[src/rtl/adc_pkg.sv]
// Shared ADC-path constants, buffer state encoding and window element slicing.
// Used by the reader, the window buffer, the median sorter and the top level.
package adc_pkg;

    localparam int ADC_DATA_WIDTH = 12;
    localparam int MEDIAN_WINDOW  = 16;

    typedef enum logic [1:0] {
        ST_EMPTY   = 2'd0,
        ST_FILLING = 2'd1,
        ST_PRIMED  = 2'd2
    } state_e;

    // Bit position of element idx inside a flattened window bus.
    function automatic int elem_lsb(input int idx, input int width);
        return idx * width;
    endfunction

endpackage

[src/rtl/sample_shift_reg.sv]
// DATA_COUNT x DATA_WIDTH shift register; new samples enter at the top element
// and the window moves toward element 0. Exposes the post-shift contents.
module sample_shift_reg #(
    parameter int DATA_COUNT = 16,
    parameter int DATA_WIDTH = 12
) (
    input  logic                             clk,
    input  logic                             rst_n,
    input  logic                             shift_en_i,
    input  logic                             clear_i,
    input  logic [DATA_WIDTH-1:0]            din_i,
    output logic [DATA_COUNT*DATA_WIDTH-1:0] shift_data_o
);

    localparam int TOTAL_W = DATA_COUNT * DATA_WIDTH;

    logic [TOTAL_W-1:0] data_q;
    logic [TOTAL_W-1:0] data_d;
    logic [TOTAL_W-1:0] shifted_s;

    // Next contents: clear dominates shift, otherwise hold.
    always_comb begin
        shifted_s = {din_i, data_q[TOTAL_W-1:DATA_WIDTH]};
        data_d    = data_q;
        if (clear_i) begin
            data_d = {TOTAL_W{1'b0}};
        end else if (shift_en_i) begin
            data_d = shifted_s;
        end else begin
            data_d = data_q;
        end
    end

    // Contents register.
    always_ff @(posedge clk or negedge rst_n) begin
        if (!rst_n) begin
            data_q <= {TOTAL_W{1'b0}};
        end else begin
            data_q <= data_d;
        end
    end

    // The window as it would look after shifting in din_i this cycle.
    assign shift_data_o = shifted_s;

endmodule

[src/rtl/adc_window_buffer.sv]
// Collects ADC samples into a DATA_COUNT-deep block or sliding window and hands
// snapshots to the sorter over a valid/ack handshake with overrun counting.
module adc_window_buffer
    import adc_pkg::*;
#(
    parameter int DATA_COUNT = MEDIAN_WINDOW,
    parameter int DATA_WIDTH = ADC_DATA_WIDTH,
    parameter int STRIDE     = 16,
    parameter int OVR_WIDTH  = 8
) (
    input  logic                               clk,
    input  logic                               rst,
    input  logic                               sample_valid,
    input  logic [DATA_WIDTH-1:0]              sample_data,
    input  logic                               flush,
    input  logic                               window_ack,
    output logic [DATA_COUNT*DATA_WIDTH-1:0]   window_data,
    output logic                               window_valid,
    output logic [$clog2(DATA_COUNT+1)-1:0]    fill_count,
    output logic                               primed,
    output logic [OVR_WIDTH-1:0]               overrun_count
);

    localparam int TOTAL_W = DATA_COUNT * DATA_WIDTH;
    localparam int FILL_W  = $clog2(DATA_COUNT + 1);

    localparam logic [FILL_W-1:0]    FILL_ZERO  = {FILL_W{1'b0}};
    localparam logic [FILL_W-1:0]    FILL_ONE   = FILL_W'(1);
    localparam logic [FILL_W-1:0]    FULL_CNT   = FILL_W'(DATA_COUNT);
    localparam logic [FILL_W-1:0]    STRIDE_CNT = FILL_W'(STRIDE);
    localparam logic [OVR_WIDTH-1:0] OVR_ONE    = OVR_WIDTH'(1);
    localparam logic [OVR_WIDTH-1:0] OVR_MAX    = {OVR_WIDTH{1'b1}};

    state_e                state_q, state_d;
    logic [FILL_W-1:0]     fill_q, fill_d;
    logic [FILL_W-1:0]     stride_q, stride_d;
    logic                  primed_q, primed_d;
    logic                  valid_q, valid_d;
    logic [TOTAL_W-1:0]    win_q, win_d;
    logic [OVR_WIDTH-1:0]  ovr_q, ovr_d;
    logic                  accept_s;
    logic                  complete_s;
    logic [TOTAL_W-1:0]    shift_data_s;

    // A flush discards any sample strobed in the same cycle.
    assign accept_s = sample_valid & ~flush;

    sample_shift_reg #(
        .DATA_COUNT (DATA_COUNT),
        .DATA_WIDTH (DATA_WIDTH)
    ) u_shift (
        .clk          (clk),
        .rst_n        (rst),
        .shift_en_i   (accept_s),
        .clear_i      (flush),
        .din_i        (sample_data),
        .shift_data_o (shift_data_s)
    );

    // Fill/stride sequencing and window completion detection.
    always_comb begin
        state_d    = state_q;
        fill_d     = fill_q;
        stride_d   = stride_q;
        primed_d   = primed_q;
        complete_s = 1'b0;
        if (flush) begin
            state_d  = ST_EMPTY;
            fill_d   = FILL_ZERO;
            stride_d = FILL_ZERO;
            primed_d = 1'b0;
        end else if (accept_s) begin
            case (state_q)
                ST_EMPTY: begin
                    state_d = ST_FILLING;
                    fill_d  = FILL_ONE;
                end
                ST_FILLING: begin
                    fill_d = fill_q + FILL_ONE;
                    if ((fill_q + FILL_ONE) == FULL_CNT) begin
                        state_d    = ST_PRIMED;
                        primed_d   = 1'b1;
                        stride_d   = FILL_ZERO;
                        complete_s = 1'b1;
                    end else begin
                        state_d = ST_FILLING;
                    end
                end
                ST_PRIMED: begin
                    if ((stride_q + FILL_ONE) == STRIDE_CNT) begin
                        stride_d   = FILL_ZERO;
                        complete_s = 1'b1;
                    end else begin
                        stride_d = stride_q + FILL_ONE;
                    end
                end
                default: begin
                    state_d  = ST_EMPTY;
                    fill_d   = FILL_ZERO;
                    stride_d = FILL_ZERO;
                    primed_d = 1'b0;
                end
            endcase
        end else begin
            state_d = state_q;
        end
    end

    // Snapshot load, consumer handshake and saturating overrun count.
    always_comb begin
        valid_d = valid_q;
        win_d   = win_q;
        ovr_d   = ovr_q;
        if (window_ack && valid_q) begin
            valid_d = 1'b0;
        end else begin
            valid_d = valid_q;
        end
        if (complete_s) begin
            valid_d = 1'b1;
            win_d   = shift_data_s;
            if (valid_q && !window_ack && (ovr_q != OVR_MAX)) begin
                ovr_d = ovr_q + OVR_ONE;
            end else begin
                ovr_d = ovr_q;
            end
        end else begin
            win_d = win_q;
        end
    end

    // State and output registers.
    always_ff @(posedge clk or negedge rst) begin
        if (!rst) begin
            state_q  <= ST_EMPTY;
            fill_q   <= FILL_ZERO;
            stride_q <= FILL_ZERO;
            primed_q <= 1'b0;
            valid_q  <= 1'b0;
            win_q    <= {TOTAL_W{1'b0}};
            ovr_q    <= {OVR_WIDTH{1'b0}};
        end else begin
            state_q  <= state_d;
            fill_q   <= fill_d;
            stride_q <= stride_d;
            primed_q <= primed_d;
            valid_q  <= valid_d;
            win_q    <= win_d;
            ovr_q    <= ovr_d;
        end
    end

    assign window_data   = win_q;
    assign window_valid  = valid_q;
    assign fill_count    = fill_q;
    assign primed        = primed_q;
    assign overrun_count = ovr_q;

endmodule

[config.mk]
export PLATFORM = sky130hd
export DESIGN_NAME = adc_window_buffer
export DESIGN_NICKNAME = d
export VERILOG_FILES = /design/src/rtl/adc_pkg.sv /design/src/rtl/sample_shift_reg.sv /design/src/rtl/adc_window_buffer.sv
export SDC_FILE = /design/constraint.sdc
export NUM_CORES = 1
export LEC_CHECK = 0
export BUFFER_PORTS_ARGS = -buffer_cell sky130_fd_sc_hd__buf_2
export CAP_MARGIN = 30
export CORE_UTILIZATION = 50
export CTS_CLUSTER_SIZE = 20
export DETAILED_ROUTE_END_ITERATION = 12
export PLACE_DENSITY_LB_ADDON = 0.2
export SYNTH_ARGS = -nofsm -noshare
export SYNTH_HDL_FRONTEND = slang
export SYNTH_SLANG_ARGS = --single-unit
[constraint.sdc]
create_clock -name clk -period 3.7 [get_ports clk]
set_input_delay 0.74 -clock clk [delete_from_list [all_inputs] [get_ports clk]]
set_output_delay 0.74 -clock clk [all_outputs]
set_load 0.01 [all_outputs]
==> run summary <==
status = complete, no violations
gr usage total = 20.5%
Wirelength per Cell = 18.7 um
FF+latch count, synth = 394
Rel. slew slack = 28.5%
Syn Area/Cell = 14.5 um2
Worst R2R Setup Slack = 1.13 ns
Setup Skew = 0.0131 ns
Clock transition at path regs = 0.06 ns
VDD IR max = 0.361 mV
Final Cell Area = 19,200 um2
CTS Hold Bufs = 0
CTS tree = done
final hold vios = 0
Tmin final = 2.57 ns
H-tree Lvls = 2
CP startpoint kind = flip-flop
HP Class = in -> async
data arrival time of the worst path = 2.96 ns
setup bufs post-CTS = 0
setup tns final = 0 ns
initial antenna violation count = 0
Worst-Skew Late Latency = 0.52 ns
unrepaired setup endpoints after global routing = no
# diodes = 0
Fmax achieved = 390 MHz
Synth-to-Final Area Change = 18.2%
worst r2r path cells = 7
Post-synth EDFFs = 0
CP required = 4.10 ns
leakage = 10.9 nW
Net Sw Frac = 20.8%
maxcap violations = 0
main flop type after synthesis = dfrtp_1
WL met2 = 15.9 mm
core area = 31,700 um2
Comb pwr share = 3.4%
Site Rows = 65
Die Span X = 182 um
largest net degree at the start of global routing = 143
placed inst area = 17,700 um2
vias in the first global route = 9,695
Vias = 9,298
final WL = 33.2 mm
Crit Path Class = reg -> reg
clk root buf = clkbuf_16
Place WS = 0.921 ns
CP Capture Type = flip-flop
Vias/cell = 5.24
top cell type's share of synthesized area = 60.7%
Synth area leader = dfrtp_1
Die H = 182 um
sequential power share = 48.2%
most frequent cells in the layout = dfrtp_1 (394), buf_2 (220), nor2_1 (187)
highest routed layer = met4
clock power share = 48.4%
Seq/Total Area, Yosys = 60.7%
clock sinks = 394
worst hold slack = 0.209 ns
met1 WL = 14.9 mm
Net Count, Synth = 1,145
Tightest Pin Transition = 1.07 ns
global-route wire length before repair = 54.3 mm
crit share post-route = 69.3%
GPL Wtd Cong = 0.788
post-CTS resize count = 0
final net count = 1,365
Synth Instances = 1,122
# DRC = 0
Int Power = 7.15 mW
number of DRC markers in iteration 0 = 494
Async SR Flop Fraction = 100%
PD cells = 471 nW/um2
Mapped Area = 16,200 um2
Reg-to-Reg Start = state_q[0]$_DFFE_PN0P_
Syn. warnings = 0
full die area = 33,200 um2
deepest clock path buffer count = 3
Switching Power = 1.88 mW
post-route ant nets = 0
# setup viols final = 0
I/O pins = 224
DR pass1 iterations = 4
Buffers on Ports = 223
met3 routed WL = 1.86 mm
Crit Reg-Reg Endpoint = window_data[132]$_DFFE_PN0P_
clock buffers created by TritonCTS = 43
Max Slew Vio Count = 0
most common cell after layout, fill and taps aside = dfrtp_1
layout cells sized above 1 = 34.9%
grt total ovfl = 0
crit path max fanout = 43
DP HPWL = 21.2 mm
initial core utilization = 51.2%
Distinct cells, synth = 42
synth top area cells = dfrtp_1 (61%), mux2_4 (16%), mux2i_1 (11%), nor2_1 (4.3%), mux2_1 (1.7%)
Final WS setup = 1.13 ns
-- metrics by stage --
| stage | util [%] | cells | power, mW |
|---|---|---|---|
| floorplan | - | 1122 | 4.59 |
| global placement | 55.9 | 1699 | 4.74 |
| detailed placement | 55.9 | 1699 | 4.75 |
| CTS | 60.5 | 1776 | 9.16 |
| global route | 60.5 | 1776 | 9.36 |
| finish | 60.5 | 1776 | 9.04 |
-- power groups by stage --
stage	clock [mW]	combinational [mW]	sequential, mW
5_1_grt	4.66	0.343	4.35
4_1_cts	4.48	0.317	4.35
3_5_place_dp	0	0.316	4.43
6_report	4.38	0.305	4.35
3_3_place_gp	0	0.313	4.43
2_1_floorplan	0	0.161	4.43
-- per-layer routing --
layer	vias to the layer above	GRT usage, %
met2	206	33.2
li1	4305	-
met4	0	4.81
met5	-	0
met3	45	4.69
met1	4742	28.2
-- cell usage after synthesis (2+ instances only) --
library cell and instances:
dfrtp_1 394, nor2_1 187, mux2i_1 183, mux2_4 169
clkbuf_1 27, mux2_1 24, buf_6 19, nand2_1 15
buf_2 11, nand3_1 10, a21oi_1 9, o21ai_0 8
buf_1 7, ha_1 6, inv_1 5, nor2b_1 5
nand4_1 4, nor3_1 4, xnor2_1 4, and3_1 3
nand2b_1 3, xor2_1 3, mux2_2 2, o22a_1 2
-- worst max-delay path by stage --
stage	start	endpoint
3_5_place_dp	flush	window_data[131]$_DFFE_PN0P_
5_1_grt	state_q[0]$_DFFE_PN0P_	window_data[131]$_DFFE_PN0P_
2_1_floorplan	flush	window_data[130]$_DFFE_PN0P_
4_1_cts	fill_count[3]$_DFFE_PN0P_	window_data[132]$_DFFE_PN0P_
3_3_place_gp	flush	window_data[131]$_DFFE_PN0P_
6_report	state_q[0]$_DFFE_PN0P_	window_data[132]$_DFFE_PN0P_
-- state kept, by name, summed over array words and instances (netlist names) --
| register | count |
|---|---|
| primed | 1 |
| fill_count | 5 |
| window_data | 192 |
| u_shift.data_q | 180 |
| window_valid | 1 |
| stride_q | 5 |
| state_q | 2 |
| overrun_count | 8 |
-- kinds of logic after synthesis --
logic type | after synthesis | share of synthesized area, %
AOI/OAI and AO/OA | 29 | 1.19
xor gates and xnor gates | 7 | 0.377
buffers and inverters | 70 | 2.58
muxes | 378 | 28.7
adders and majority gates | 6 | 0.462
and+or+nand+nor | 238 | 5.98
DFF | 394 | 60.7
-- final cells by class --
cell class / instances / area, um2
Sequential cell: 394 / 9860
Timing Repair Buffer: 239 / 1360
Tap cell: 402 / 503
Inverter: 6 / 22.5
Multi-Input combinational cell: 658 / 5980
Clock inverter: 13 / 190
Fill cell: 2512 / 12500
Clock buffer: 64 / 1280
-- worst max-delay path, cell delays in order (launching register included) --
cell,delay [ns]
dfrtp_1,0.40
inv_1,0.11
ha_1,0.29
nand3_1,0.16
o22ai_2,0.36
nand2_8,0.38
buf_4,0.36
mux2_1,0.33
(Power assumes the default switching activity.)
